==> src/rtl/mips_mdu_pkg.sv <==
// Shared definitions for the sequential multiply/divide unit: op codes, FSM states
// and width-agnostic arithmetic helpers (operate on MDU_WMAX bits, callers size-cast).
package mips_mdu_pkg;

  localparam logic [3:0] OP_MULT  = 4'b0000;
  localparam logic [3:0] OP_MULTU = 4'b0001;
  localparam logic [3:0] OP_DIV   = 4'b0010;
  localparam logic [3:0] OP_DIVU  = 4'b0011;
  localparam logic [3:0] OP_MADD  = 4'b0100;
  localparam logic [3:0] OP_MADDU = 4'b0101;
  localparam logic [3:0] OP_MSUB  = 4'b0110;
  localparam logic [3:0] OP_MSUBU = 4'b0111;
  localparam logic [3:0] OP_MTHI  = 4'b1000;
  localparam logic [3:0] OP_MTLO  = 4'b1001;

  localparam int MDU_WMAX = 128;

  typedef enum logic [1:0] {ST_IDLE, ST_MUL, ST_DIV, ST_FIX} mdu_state_e;

  function automatic logic [MDU_WMAX-1:0] neg2w(input logic [MDU_WMAX-1:0] x);
    return ~x + 1'b1;
  endfunction

  // x must arrive sign-extended to MDU_WMAX so the top bit is the operand sign
  function automatic logic [MDU_WMAX-1:0] abs_val(input logic [MDU_WMAX-1:0] x,
                                                  input logic signed_op);
    return (signed_op && x[MDU_WMAX-1]) ? neg2w(x) : x;
  endfunction

  function automatic logic op_is_mul(input logic [3:0] op);
    return (op == OP_MULT) || (op == OP_MULTU) || (op[3:2] == 2'b01);
  endfunction

  function automatic logic op_is_div(input logic [3:0] op);
    return op[3:1] == 3'b001;
  endfunction

endpackage

==> src/rtl/mips_mdu_div_core.sv <==
// Restoring divider datapath on magnitudes: one quotient bit per enabled step.
module mips_mdu_div_core #(
  parameter int XLEN = 32
) (
  input  logic            clk,
  input  logic            rst_n,
  input  logic            i_load,
  input  logic            i_step,
  input  logic [XLEN-1:0] i_dividend,
  input  logic [XLEN-1:0] i_divisor,
  output logic [XLEN-1:0] o_quo,
  output logic [XLEN-1:0] o_rem
);

  logic [XLEN-1:0] r_rem, r_quo, r_dvs;
  logic [XLEN:0]   w_sh;
  logic            w_ge;
  logic [XLEN-1:0] w_df;

  // dividend bits shift out of the quotient register MSB as quotient bits enter the LSB
  assign w_sh = {r_rem, r_quo[XLEN-1]};
  assign w_ge = w_sh >= {1'b0, r_dvs};
  assign w_df = w_sh[XLEN-1:0] - r_dvs;

  always_ff @(posedge clk or negedge rst_n) begin
    if (!rst_n) begin
      r_rem <= '0;
      r_quo <= '0;
      r_dvs <= '0;
    end else if (i_load) begin
      r_rem <= '0;
      r_quo <= i_dividend;
      r_dvs <= i_divisor;
    end else if (i_step) begin
      r_rem <= w_ge ? w_df : w_sh[XLEN-1:0];
      r_quo <= {r_quo[XLEN-2:0], w_ge};
    end
  end

  assign o_quo = r_quo;
  assign o_rem = r_rem;

endmodule

==> src/rtl/mips_mdu_seq.sv <==
// Multi-cycle multiply/divide unit owning HI/LO; iterative shift-add multiplier
// (MUL_BPC bits per cycle), restoring divider, accumulate modes and kill.
module mips_mdu_seq
  import mips_mdu_pkg::*;
#(
  parameter int XLEN    = 32,
  parameter int MUL_BPC = 1
) (
  input  logic            clk,
  input  logic            rst_n,
  input  logic            req_valid,
  output logic            req_ready,
  input  logic [3:0]      req_op,
  input  logic [XLEN-1:0] req_a,
  input  logic [XLEN-1:0] req_b,
  input  logic            kill,
  output logic            busy,
  output logic            done,
  output logic            div_by_zero,
  output logic [XLEN-1:0] hi_out,
  output logic [XLEN-1:0] lo_out
);

  localparam int CW   = $clog2(XLEN) + 1;
  localparam int NMUL = XLEN / MUL_BPC;
  localparam int PW   = 2 * XLEN;

  generate
    if (!(MUL_BPC == 1 || MUL_BPC == 2 || MUL_BPC == 4) || (XLEN % MUL_BPC) != 0 ||
        PW > MDU_WMAX) begin : g_bad_param
      $error("mips_mdu_seq: illegal XLEN/MUL_BPC");
    end
  endgenerate

  mdu_state_e      r_state, w_nstate;
  logic [CW-1:0]   r_cnt;
  logic [XLEN-1:0] r_hi, r_lo, r_mplier;
  logic [PW-1:0]   r_mcand, r_prod;
  logic            r_neg, r_qneg, r_rneg, r_acc, r_sub, r_isdiv, r_dz;
  logic            r_done, r_dbz;

  logic            w_accept, w_sgn, w_is_mul, w_is_div, w_bz;
  logic [XLEN-1:0] w_abs_a, w_abs_b, w_quo, w_rem, w_quo_s, w_rem_s;
  logic [PW-1:0]   w_pp, w_prod_s, w_acc, w_mulres;

  assign req_ready = (r_state == ST_IDLE) & ~kill;
  assign w_accept  = req_valid & req_ready;
  assign w_is_mul  = op_is_mul(req_op);
  assign w_is_div  = op_is_div(req_op);
  assign w_sgn     = ~req_op[0];
  assign w_bz      = (req_b == '0);
  assign w_abs_a   = XLEN'(abs_val(MDU_WMAX'($signed(req_a)), w_sgn));
  assign w_abs_b   = XLEN'(abs_val(MDU_WMAX'($signed(req_b)), w_sgn));

  always_comb begin
    w_nstate = r_state;
    case (r_state)
      ST_IDLE: if (w_accept) begin
        if (w_is_mul)      w_nstate = ST_MUL;
        else if (w_is_div) w_nstate = w_bz ? ST_FIX : ST_DIV;
      end
      ST_MUL:  if (r_cnt == CW'(NMUL - 1)) w_nstate = ST_FIX;
      ST_DIV:  if (r_cnt == CW'(XLEN - 1)) w_nstate = ST_FIX;
      ST_FIX:  w_nstate = ST_IDLE;
      default: w_nstate = ST_IDLE;
    endcase
    if (kill) w_nstate = ST_IDLE;
  end

  always_ff @(posedge clk or negedge rst_n) begin
    if (!rst_n) r_state <= ST_IDLE;
    else        r_state <= w_nstate;
  end

  // MUL_BPC partial products of the shifted multiplicand, summed per cycle
  always_comb begin
    w_pp = '0;
    for (int j = 0; j < MUL_BPC; j++)
      if (r_mplier[j]) w_pp = w_pp + (r_mcand << j);
  end

  assign w_prod_s = r_neg ? PW'(neg2w(MDU_WMAX'(r_prod))) : r_prod;
  assign w_acc    = {r_hi, r_lo};
  assign w_mulres = !r_acc ? w_prod_s : (r_sub ? w_acc - w_prod_s : w_acc + w_prod_s);
  assign w_quo_s  = r_qneg ? XLEN'(neg2w(MDU_WMAX'(w_quo))) : w_quo;
  assign w_rem_s  = r_rneg ? XLEN'(neg2w(MDU_WMAX'(w_rem))) : w_rem;

  mips_mdu_div_core #(.XLEN(XLEN)) u_div (
    .clk        (clk),
    .rst_n      (rst_n),
    .i_load     (w_accept & w_is_div & ~w_bz),
    .i_step     ((r_state == ST_DIV) & ~kill),
    .i_dividend (w_abs_a),
    .i_divisor  (w_abs_b),
    .o_quo      (w_quo),
    .o_rem      (w_rem)
  );

  always_ff @(posedge clk or negedge rst_n) begin
    if (!rst_n) begin
      r_cnt <= '0; r_hi <= '0; r_lo <= '0; r_mplier <= '0;
      r_mcand <= '0; r_prod <= '0;
      r_neg <= 1'b0; r_qneg <= 1'b0; r_rneg <= 1'b0;
      r_acc <= 1'b0; r_sub <= 1'b0; r_isdiv <= 1'b0; r_dz <= 1'b0;
      r_done <= 1'b0; r_dbz <= 1'b0;
    end else begin
      r_done <= 1'b0;
      r_dbz  <= 1'b0;
      if (!kill) begin
        case (r_state)
          ST_IDLE: if (req_valid) begin
            r_cnt   <= '0;
            r_acc   <= req_op[2];
            r_sub   <= req_op[2] & req_op[1];
            r_isdiv <= w_is_div;
            r_dz    <= w_is_div & w_bz;
            r_neg   <= w_sgn & (req_a[XLEN-1] ^ req_b[XLEN-1]);
            r_qneg  <= w_sgn & (req_a[XLEN-1] ^ req_b[XLEN-1]);
            r_rneg  <= w_sgn & req_a[XLEN-1];
            if (w_is_mul) begin
              r_mcand  <= PW'(w_abs_a);
              r_mplier <= w_abs_b;
              r_prod   <= '0;
            end else if (!w_is_div) begin
              if (req_op == OP_MTHI) r_hi <= req_a;
              if (req_op == OP_MTLO) r_lo <= req_a;
              r_done <= 1'b1;
            end
          end
          ST_MUL: begin
            r_prod   <= r_prod + w_pp;
            r_mcand  <= r_mcand << MUL_BPC;
            r_mplier <= r_mplier >> MUL_BPC;
            r_cnt    <= r_cnt + 1'b1;
          end
          ST_DIV: r_cnt <= r_cnt + 1'b1;
          ST_FIX: begin
            r_done <= 1'b1;
            if (r_dz) r_dbz <= 1'b1;
            else if (r_isdiv) begin
              r_hi <= w_rem_s;
              r_lo <= w_quo_s;
            end else begin
              {r_hi, r_lo} <= w_mulres;
            end
          end
          default: ;
        endcase
      end
    end
  end

  assign busy        = (r_state != ST_IDLE);
  assign done        = r_done;
  assign div_by_zero = r_dbz;
  assign hi_out      = r_hi;
  assign lo_out      = r_lo;

endmodule

==> config.mk <==
export PLATFORM = sky130hd
export DESIGN_NAME = mips_mdu_seq
export DESIGN_NICKNAME = d
export VERILOG_FILES = /design/src/rtl/mips_mdu_pkg.sv /design/src/rtl/mips_mdu_div_core.sv /design/src/rtl/mips_mdu_seq.sv
export SDC_FILE = /design/constraint.sdc
export NUM_CORES = 1
export LEC_CHECK = 0
export CORE_UTILIZATION = 60
export CTS_CLUSTER_SIZE = 8
export DETAILED_ROUTE_END_ITERATION = 7
export PLACE_DENSITY_LB_ADDON = 0.2
export SYNTH_ARGS = -nofsm -noshare
export SYNTH_HDL_FRONTEND = slang
export SYNTH_SLANG_ARGS = --single-unit
==> constraint.sdc <==
create_clock -name clk -period 8.3 [get_ports clk]
set_input_delay 0.83 -clock clk [delete_from_list [all_inputs] [get_ports clk]]
set_output_delay 0.83 -clock clk [all_outputs]
set_load 0.005 [all_outputs]
==> results of run 1 <==
[cell usage in the layout (no fill, tap or decap), drive strengths merged, types with 41 or more instances in the layout]
master / n
and2: 75
clkbuf: 55
nor3: 56
xnor2: 148
nor2: 229
mux2i: 53
inv: 94
a22oi: 55
a21oi: 324
clkdlybuf4s50: 138
o21ai: 376
or4: 41
xor2: 238
ha: 169
dfrtp: 336
and3: 66
nand4: 47
nand3: 48
o31ai: 72
a21o: 123
a31oi: 53
a22o: 41
nand2: 367
a211oi: 51
[per-layer routing]
metal	vias to the layer above	share of wire [%]	GRT usage (%)	routed length, µm
met5	-	0.012	0	13
met4	2	5.4	19.7	5620
met3	276	12	9.14	12100
met2	1808	41	59.6	43100
met1	14200	42	57.8	43200
li1	13500	-	-	-
[cells by family after synthesis]
| group | share of synthesized area [%] |
|---|---|
| AO/OA/AOI/OAI | 27.8 |
| AND/OR/NAND/NOR | 18.8 |
| XOR/XNOR | 11.4 |
| flip-flops | 28.5 |
| buffers and inverters | 4.22 |
| adder cells (fa/ha/maj) | 7.36 |
| multiplexers | 1.87 |
[cell type report]
type | count | area, µm² | area share [%]
multi-input combinational | 3031 | 19900 | 61.4
sequential | 336 | 8420 | 25.9
timing repair buffer | 175 | 1670 | 5.14
clock buffer | 55 | 1230 | 3.78
tap | 656 | 821 | 2.53
inverter | 95 | 357 | 1.10
clock inverter | 3 | 43.8 | 0.135
antenna | 1 | 2.50 | 0.00771
[stage by stage]
step                hold WS [ns]  setup WS (ns)  utilization, %
floorplan                  0.450           2.21               -
global placement           0.465           1.38            64.8
detailed placement         0.470           1.28            64.8
CTS                        0.260           1.31            67.4
global route               0.305          0.591            67.4
finish                     0.244           1.11            67.4
[final timing paths]
kind	depth (start not counted)	slack, ns	end
max	21	1.11	hi_out[26]
min	1	0.24	r_mplier[25]
max reg2reg	21	1.11	hi_out[26]
min reg2reg	2	0.48	u_div.r_dvs[21]
max in group asynchronous	3	6.06	hi_out[5]
min in group clk	2	0.48	u_div.r_dvs[21]
[registers in the layout (all words and copies together) (netlist names), 6 cells and up]
name,count
r_prod,64
r_mplier,32
r_mcand,64
u_div.r_dvs,32
r_cnt,6
u_div.o_rem,32
lo_out,32
hi_out,32
u_div.o_quo,32
==> results by group, run 1 <==
Drt
  • Via count: 29800
  • Detail-routed net length per standard cell: 23.9 µm
  • Length of the first detailed-routing pass in iterations: 6
  • Detail Route Antenna Nets: 0
  • Drt initial violations: 3599
  • DRC errors left: 0
  • Total wire length after detailed routing: 104000 µm
  • Via/cell ratio: 6.84

Setup path
  • Critical R2R Launch: r_prod[6]
  • Slowest cell on the critical path: sky130_fd_sc_hd__or4_1
  • Data required time of the critical path: 8.76 ns
  • Worst Path Buf+Inv: 1
  • Launch point of the critical path: r_prod[6]
  • Critical path data arrival time: 7.65 ns
  • Endpoint class of the critical path: flop
  • Largest stage delay on the critical path: 0.68 ns
  • Sequence of cells on the critical path: nor4_2 -> nand3_1 -> or4_1 -> a211oi_1 -> nand3_1 -> nor3_1 -> nand4_1 -> nor3_1 -> inv_1 -> o21bai_1 -> xnor2_1 -> ha_1 -> a21o_1 -> a21o_1 -> a21oi_1 -> o21ai_0 -> a21oi_1 -> o21ai_0 -> or3_1 -> mux2i_1 -> o31ai_1
  • Largest fanout of any net on the critical path: 15
  • Category of the most critical setup path: reg -> reg
  • Type of element launching the critical path: flop
  • Cell family with the largest share of critical-path delay: simple AND/OR/NAND/NOR gates

Clock tree
  • Clock buffer count from CTS: 48
  • Master cell of the clock root buffer: sky130_fd_sc_hd__clkbuf_16
  • Clk_lat worst skew: 0.62 ns
  • CTS Buffer Depth: 3
  • Number of cells upsized or downsized after cts: 0
  • CTS hold repair buffers: 0
  • Clock-pin slew reported for the worst setup and hold paths after clock tree synthesis: 0.05 ns
  • H-tree levels: 2
  • Number of buffers inserted to repair setup after CTS: 0
  • Sink Count: 336
  • TritonCTS clock tree: built

Synth
  • Count of state elements after synthesis: 336
  • Post-synth top area share: 28.5%
  • EDFF count, synth: 0
  • Asr flop ratio synth: 100%
  • Synthesized area divided by synthesized cell count: 8.00 µm²
  • Synth top area cells: sky130_fd_sc_hd__dfrtp_1, sky130_fd_sc_hd__ha_1, sky130_fd_sc_hd__xor2_1
  • Leading cell type by number of instances after synthesis: sky130_fd_sc_hd__o21ai_0
  • Yosys cell types: 83
  • Syn Std Cell Area: 0.0295 mm²
  • Net count after synthesis: 3936
  • Sequential cell area fraction in the yosys report: 28.5%
  • Most frequent cells after synthesis: sky130_fd_sc_hd__o21ai_0, sky130_fd_sc_hd__nand2_1, sky130_fd_sc_hd__dfrtp_1
  • Predominant post-synthesis flop cell: sky130_fd_sc_hd__dfrtp_1
  • Post-Synthesis Cells: 3692
  • Warnings from Yosys: 0
  • Most area-hungry cell type in the Yosys netlist: sky130_fd_sc_hd__dfrtp_1

STA
  • Worst Clk Skew: 0.0530 ns
  • Share of the cycle needed by the critical path after routing: 86.6%
  • Worst Tran Pin Value: 1.10 ns
  • Setup-violating endpoint count in the final report: 0
  • Setup repair after global routing missed its margin: false
  • Minimum clock period after layout: 7.19 ns
  • Fin. max-slew vios: 0
  • TNS Setup: 0 ns
  • Hold Violations, Final: 0
  • Max frequency: 139 MHz
  • Slew margin rel.: 25.7%

Die
  • Core area: 0.0481 mm²
  • Number of rows in the core area: 80
  • Die Outline Area: 0.0501 mm²
  • I/O pin cnt: 140
  • Initial Utilization: 61.3%
  • Height of the die: 224 µm
  • Die X-Extent: 224 µm

Final layout
  • Number of fillers in the final layout: 3935
  • Final Net Count: 3931
  • Finished Cell Area: 0.0325 mm²
  • Area growth from synthesis to final layout: 9.87%
  • Share of final-layout standard cells stronger than drive strength 1: 3.60%
  • Non-filler cells in the finished layout: 4352

Placed design
  • RD Place Congestion: 1.04
  • # placed instances: 4293
  • Port buffer count: 139
  • DPL Wire Length: 77900 µm
  • Post-DP Area: 0.0312 mm²

Status
  • Run status: finished clean

GRT
  • First-pass GRT wire length: 160000 µm
  • Vias in the first global route: 27800
  • Number of antenna violations at the first check in global routing: 3
  • Total overflow reported by the global router: 0
  • Largest net degree at the start of global routing: 94
  • Total track usage: 41.1%

Job
  • Number of violations of the max-capacitance limit: 0

Min path
  • Type of the most critical hold path: in -> async
Power of run 1 is not shown: default switching activity piles up to over one toggle a cycle in this logic, so the estimate is an artifact.
==> inputs of run 2 (changes only) <==
--- a/config.mk
+++ b/config.mk
@@ -11,4 +11,5 @@
 export PLACE_DENSITY_LB_ADDON = 0.2
 export SYNTH_ARGS = -nofsm -noshare
 export SYNTH_HDL_FRONTEND = slang
+export SYNTH_HIERARCHICAL = 1
 export SYNTH_SLANG_ARGS = --single-unit
==> run 2 against run 1 <==
  * Sequential share of layout area decreased by 1.1 points
  * Synthesized cell count increased by 6.7%
  * Core utilization decreased by 0.50 points
  * Critical path depth unchanged
  * Cell count increased by 5.4%
  * Global-route usage decreased by 1.5 points
  * Non-clock buffer count decreased by 7
  * Design area increased by 4.3%
  * First-iteration DRC count decreased by 8.0%
  * Setup slack got worse by 0.026 ns
  * Count of clock-buffer cells in the layout increased by 2
  * Area after synthesis increased by 4.9%
  * Critical endpoint is now hi_out[30]
  * Largest cell class unchanged
==> results by group, run 2 <==
Placed design
  • RD Place Congestion: 1.02
  • Port buffer count: 139
  • DPL Wire Length: 81800 µm

Clock tree
  • Number of cells upsized or downsized after cts: 0
  • Clk_lat worst skew: 0.61 ns
  • TritonCTS clock tree: built
  • H-tree levels: 2
  • Clock-pin slew reported for the worst setup and hold paths after clock tree synthesis: 0.06 ns
  • CTS hold repair buffers: 0
  • CTS Buffer Depth: 3
  • Master cell of the clock root buffer: sky130_fd_sc_hd__clkbuf_16
  • Number of buffers inserted to repair setup after CTS: 0
  • Sink Count: 336
  • Clock buffer count from CTS: 48

Synth
  • Warnings from Yosys: 6
  • EDFF count, synth: 0
  • Most frequent cells after synthesis: sky130_fd_sc_hd__nand2_1, sky130_fd_sc_hd__dfrtp_1, sky130_fd_sc_hd__o21ai_0
  • Asr flop ratio synth: 100%
  • Leading cell type by number of instances after synthesis: sky130_fd_sc_hd__nand2_1
  • Syn Std Cell Area: 0.0310 mm²
  • Predominant post-synthesis flop cell: sky130_fd_sc_hd__dfrtp_1
  • Net count after synthesis: 4184
  • Synthesized area divided by synthesized cell count: 7.87 µm²
  • Sequential cell area fraction in the yosys report: 27.1%
  • Synth top area cells: sky130_fd_sc_hd__dfrtp_1, sky130_fd_sc_hd__ha_1, sky130_fd_sc_hd__xor2_1
  • Yosys cell types: 92
  • Post-synth top area share: 27.1%
  • Count of state elements after synthesis: 336
  • Post-Synthesis Cells: 3940
  • Most area-hungry cell type in the Yosys netlist: sky130_fd_sc_hd__dfrtp_1

Final layout
  • Most frequent standard cell in the layout excluding fill and tap cells: sky130_fd_sc_hd__nand2_1
  • Final Net Count: 4148
  • Area growth from synthesis to final layout: 9.17%
  • Most frequent cells in the layout: sky130_fd_sc_hd__nand2_1, sky130_fd_sc_hd__dfrtp_1, sky130_fd_sc_hd__o21ai_0, sky130_fd_sc_hd__a21oi_1, sky130_fd_sc_hd__nor2_1
  • Top Registers: r_mcand x64, r_prod x64
  • Share of final-layout standard cells stronger than drive strength 1: 3.55%
  • Number of fillers in the final layout: 4356

Setup path
  • Data required time of the critical path: 8.79 ns
  • Endpoint class of the critical path: flop
  • Slowest cell on the critical path: sky130_fd_sc_hd__or4_1
  • Largest stage delay on the critical path: 0.70 ns
  • Worst Path Buf+Inv: 0
  • Sequence of cells on the critical path: or4_1 -> nor4_1 -> nand2_1 -> o41ai_1 -> nand4_2 -> or4_1 -> or4_4 -> nor2_1 -> a31oi_1 -> xor2_1 -> ha_1 -> a21o_1 -> a21o_1 -> a21oi_1 -> o21bai_1 -> a21o_1 -> a21oi_1 -> o21bai_1 -> or4_1 -> a21boi_0 -> a221oi_1
  • Cell family with the largest share of critical-path delay: simple AND/OR/NAND/NOR gates
  • Critical path data arrival time: 7.70 ns
  • Largest fanout of any net on the critical path: 8
  • Category of the most critical setup path: reg -> reg
  • Type of element launching the critical path: flop

Die
  • I/O pin cnt: 140
  • Die X-Extent: 229 µm
  • Core area: 0.0506 mm²
  • Number of rows in the core area: 82
  • Die Outline Area: 0.0526 mm²
  • Height of the die: 229 µm
  • Initial Utilization: 61.3%

GRT
  • Vias in the first global route: 27500
  • Total overflow reported by the global router: 0
  • First-pass GRT wire length: 163000 µm
  • Largest net degree at the start of global routing: 149
  • Total track usage: 39.6%
  • Number of antenna violations at the first check in global routing: 4

STA
  • TNS Setup: 0 ns
  • Setup repair after global routing missed its margin: false
  • Max frequency: 139 MHz
  • Worst Tran Pin Value: 1.19 ns
  • Minimum clock period after layout: 7.22 ns
  • Slew margin rel.: 19.5%
  • Setup-violating endpoint count in the final report: 0
  • Share of the cycle needed by the critical path after routing: 86.9%
  • Worst Clk Skew: 0.0319 ns
  • Fin. max-slew vios: 0
  • Hold Violations, Final: 0

Status
  • Run status: finished clean

Drt
  • Detail-routed net length per standard cell: 23.1 µm
  • Via/cell ratio: 6.60
  • Via count: 30300
  • Length of the first detailed-routing pass in iterations: 7
  • Drt initial violations: 3310
  • DRC errors left: 0
  • Detail Route Antenna Nets: 0
  • Total wire length after detailed routing: 106000 µm

Job
  • Number of violations of the max-capacitance limit: 0

Min path
  • Type of the most critical hold path: in -> async
==> run 2: metal layers <==
metal	wire length [µm]	up-vias	global-route usage (%)	part of all wire, %
met2	44700	1538	58.0	42
met3	10900	228	7.68	10
met4	4660	4	17.0	4.4
met5	25	-	0	0.024
li1	-	14200	-	-
met1	45700	14300	56.5	43
==> run 2: logic make-up (layout without fill, tap and decap cells) <==
family | after synthesis | in the layout | synth area share [%]
AOI/OAI and AO/OA | 1206 | 1206 | 24.7
xor gates and xnor gates | 380 | 380 | 10.7
buffers and inverters | 364 | 337 | 4.56
muxes | 146 | 146 | 4.75
and+or+nand+nor | 1336 | 1336 | 21.1
DFF | 336 | 336 | 27.1
other | 0 | 4 | 0
adders and majority gates | 172 | 172 | 7.02
==> run 2: final timing paths <==
path / from / cells after the start / slack, ns / to
setup reg to reg: r_prod[6] / 21 / 1.08 / hi_out[30]
hold reg to reg: r_mcand[57] / 2 / 0.48 / r_mcand[58]
max in group asynchronous: rst_n / 2 / 6.26 / r_qneg
setup / recovery: r_prod[6] / 21 / 1.08 / hi_out[30]
min in group clk: r_mcand[57] / 2 / 0.48 / r_mcand[58]
hold / removal: rst_n / 1 / 0.28 / lo_out[28]
==> run 2: worst reg2reg max path: stages, from the launching register on <==
cell and delay [ns]:
sky130_fd_sc_hd__dfrtp_1 0.46, sky130_fd_sc_hd__or4_1 0.70, sky130_fd_sc_hd__nor4_1 0.58, sky130_fd_sc_hd__nand2_1 0.38, sky130_fd_sc_hd__o41ai_1 0.56, sky130_fd_sc_hd__nand4_2 0.20
sky130_fd_sc_hd__or4_1 0.59, sky130_fd_sc_hd__or4_4 0.61, sky130_fd_sc_hd__nor2_1 0.20, sky130_fd_sc_hd__a31oi_1 0.13, sky130_fd_sc_hd__xor2_1 0.20, sky130_fd_sc_hd__ha_1 0.42
sky130_fd_sc_hd__a21o_1 0.21, sky130_fd_sc_hd__a21o_1 0.17, sky130_fd_sc_hd__a21oi_1 0.26, sky130_fd_sc_hd__o21bai_1 0.11, sky130_fd_sc_hd__a21o_1 0.18, sky130_fd_sc_hd__a21oi_1 0.15
sky130_fd_sc_hd__o21bai_1 0.12, sky130_fd_sc_hd__or4_1 0.46, sky130_fd_sc_hd__a21boi_0 0.13, sky130_fd_sc_hd__a221oi_1 0.27
==> run 2: area by class of cell <==
type | count | area (µm²) | share of cell area [%]
antenna | 4 | 10.0 | 0.0296
multi-input combinational | 3240 | 21200 | 62.7
tap | 672 | 841 | 2.48
sequential | 336 | 8420 | 24.9
timing repair buffer | 168 | 1630 | 4.81
inverter | 110 | 413 | 1.22
clock buffer | 57 | 1250 | 3.71
clock inverter | 2 | 46.3 | 0.137
==> run 2: metrics by stage <==
| step | setup slack, ns | std cells | hold slack [ns] | cell area, µm² | util, % |
|---|---|---|---|---|---|
| final | 1.08 | 4589 | 0.275 | 33800 | 66.9 |
| after global routing | 0.615 | 4585 | 0.369 | 33800 | 66.9 |
| after CTS | 1.27 | 4585 | 0.324 | 33800 | 66.9 |
| after detailed placement | 1.33 | 4526 | 0.470 | 32500 | 64.3 |
| after global placement | 1.34 | 4526 | 0.469 | 32500 | 64.3 |
| after floorplan | 2.06 | 3940 | 0.452 | 31000 | - |
Power of run 2 is left out for the same reason.
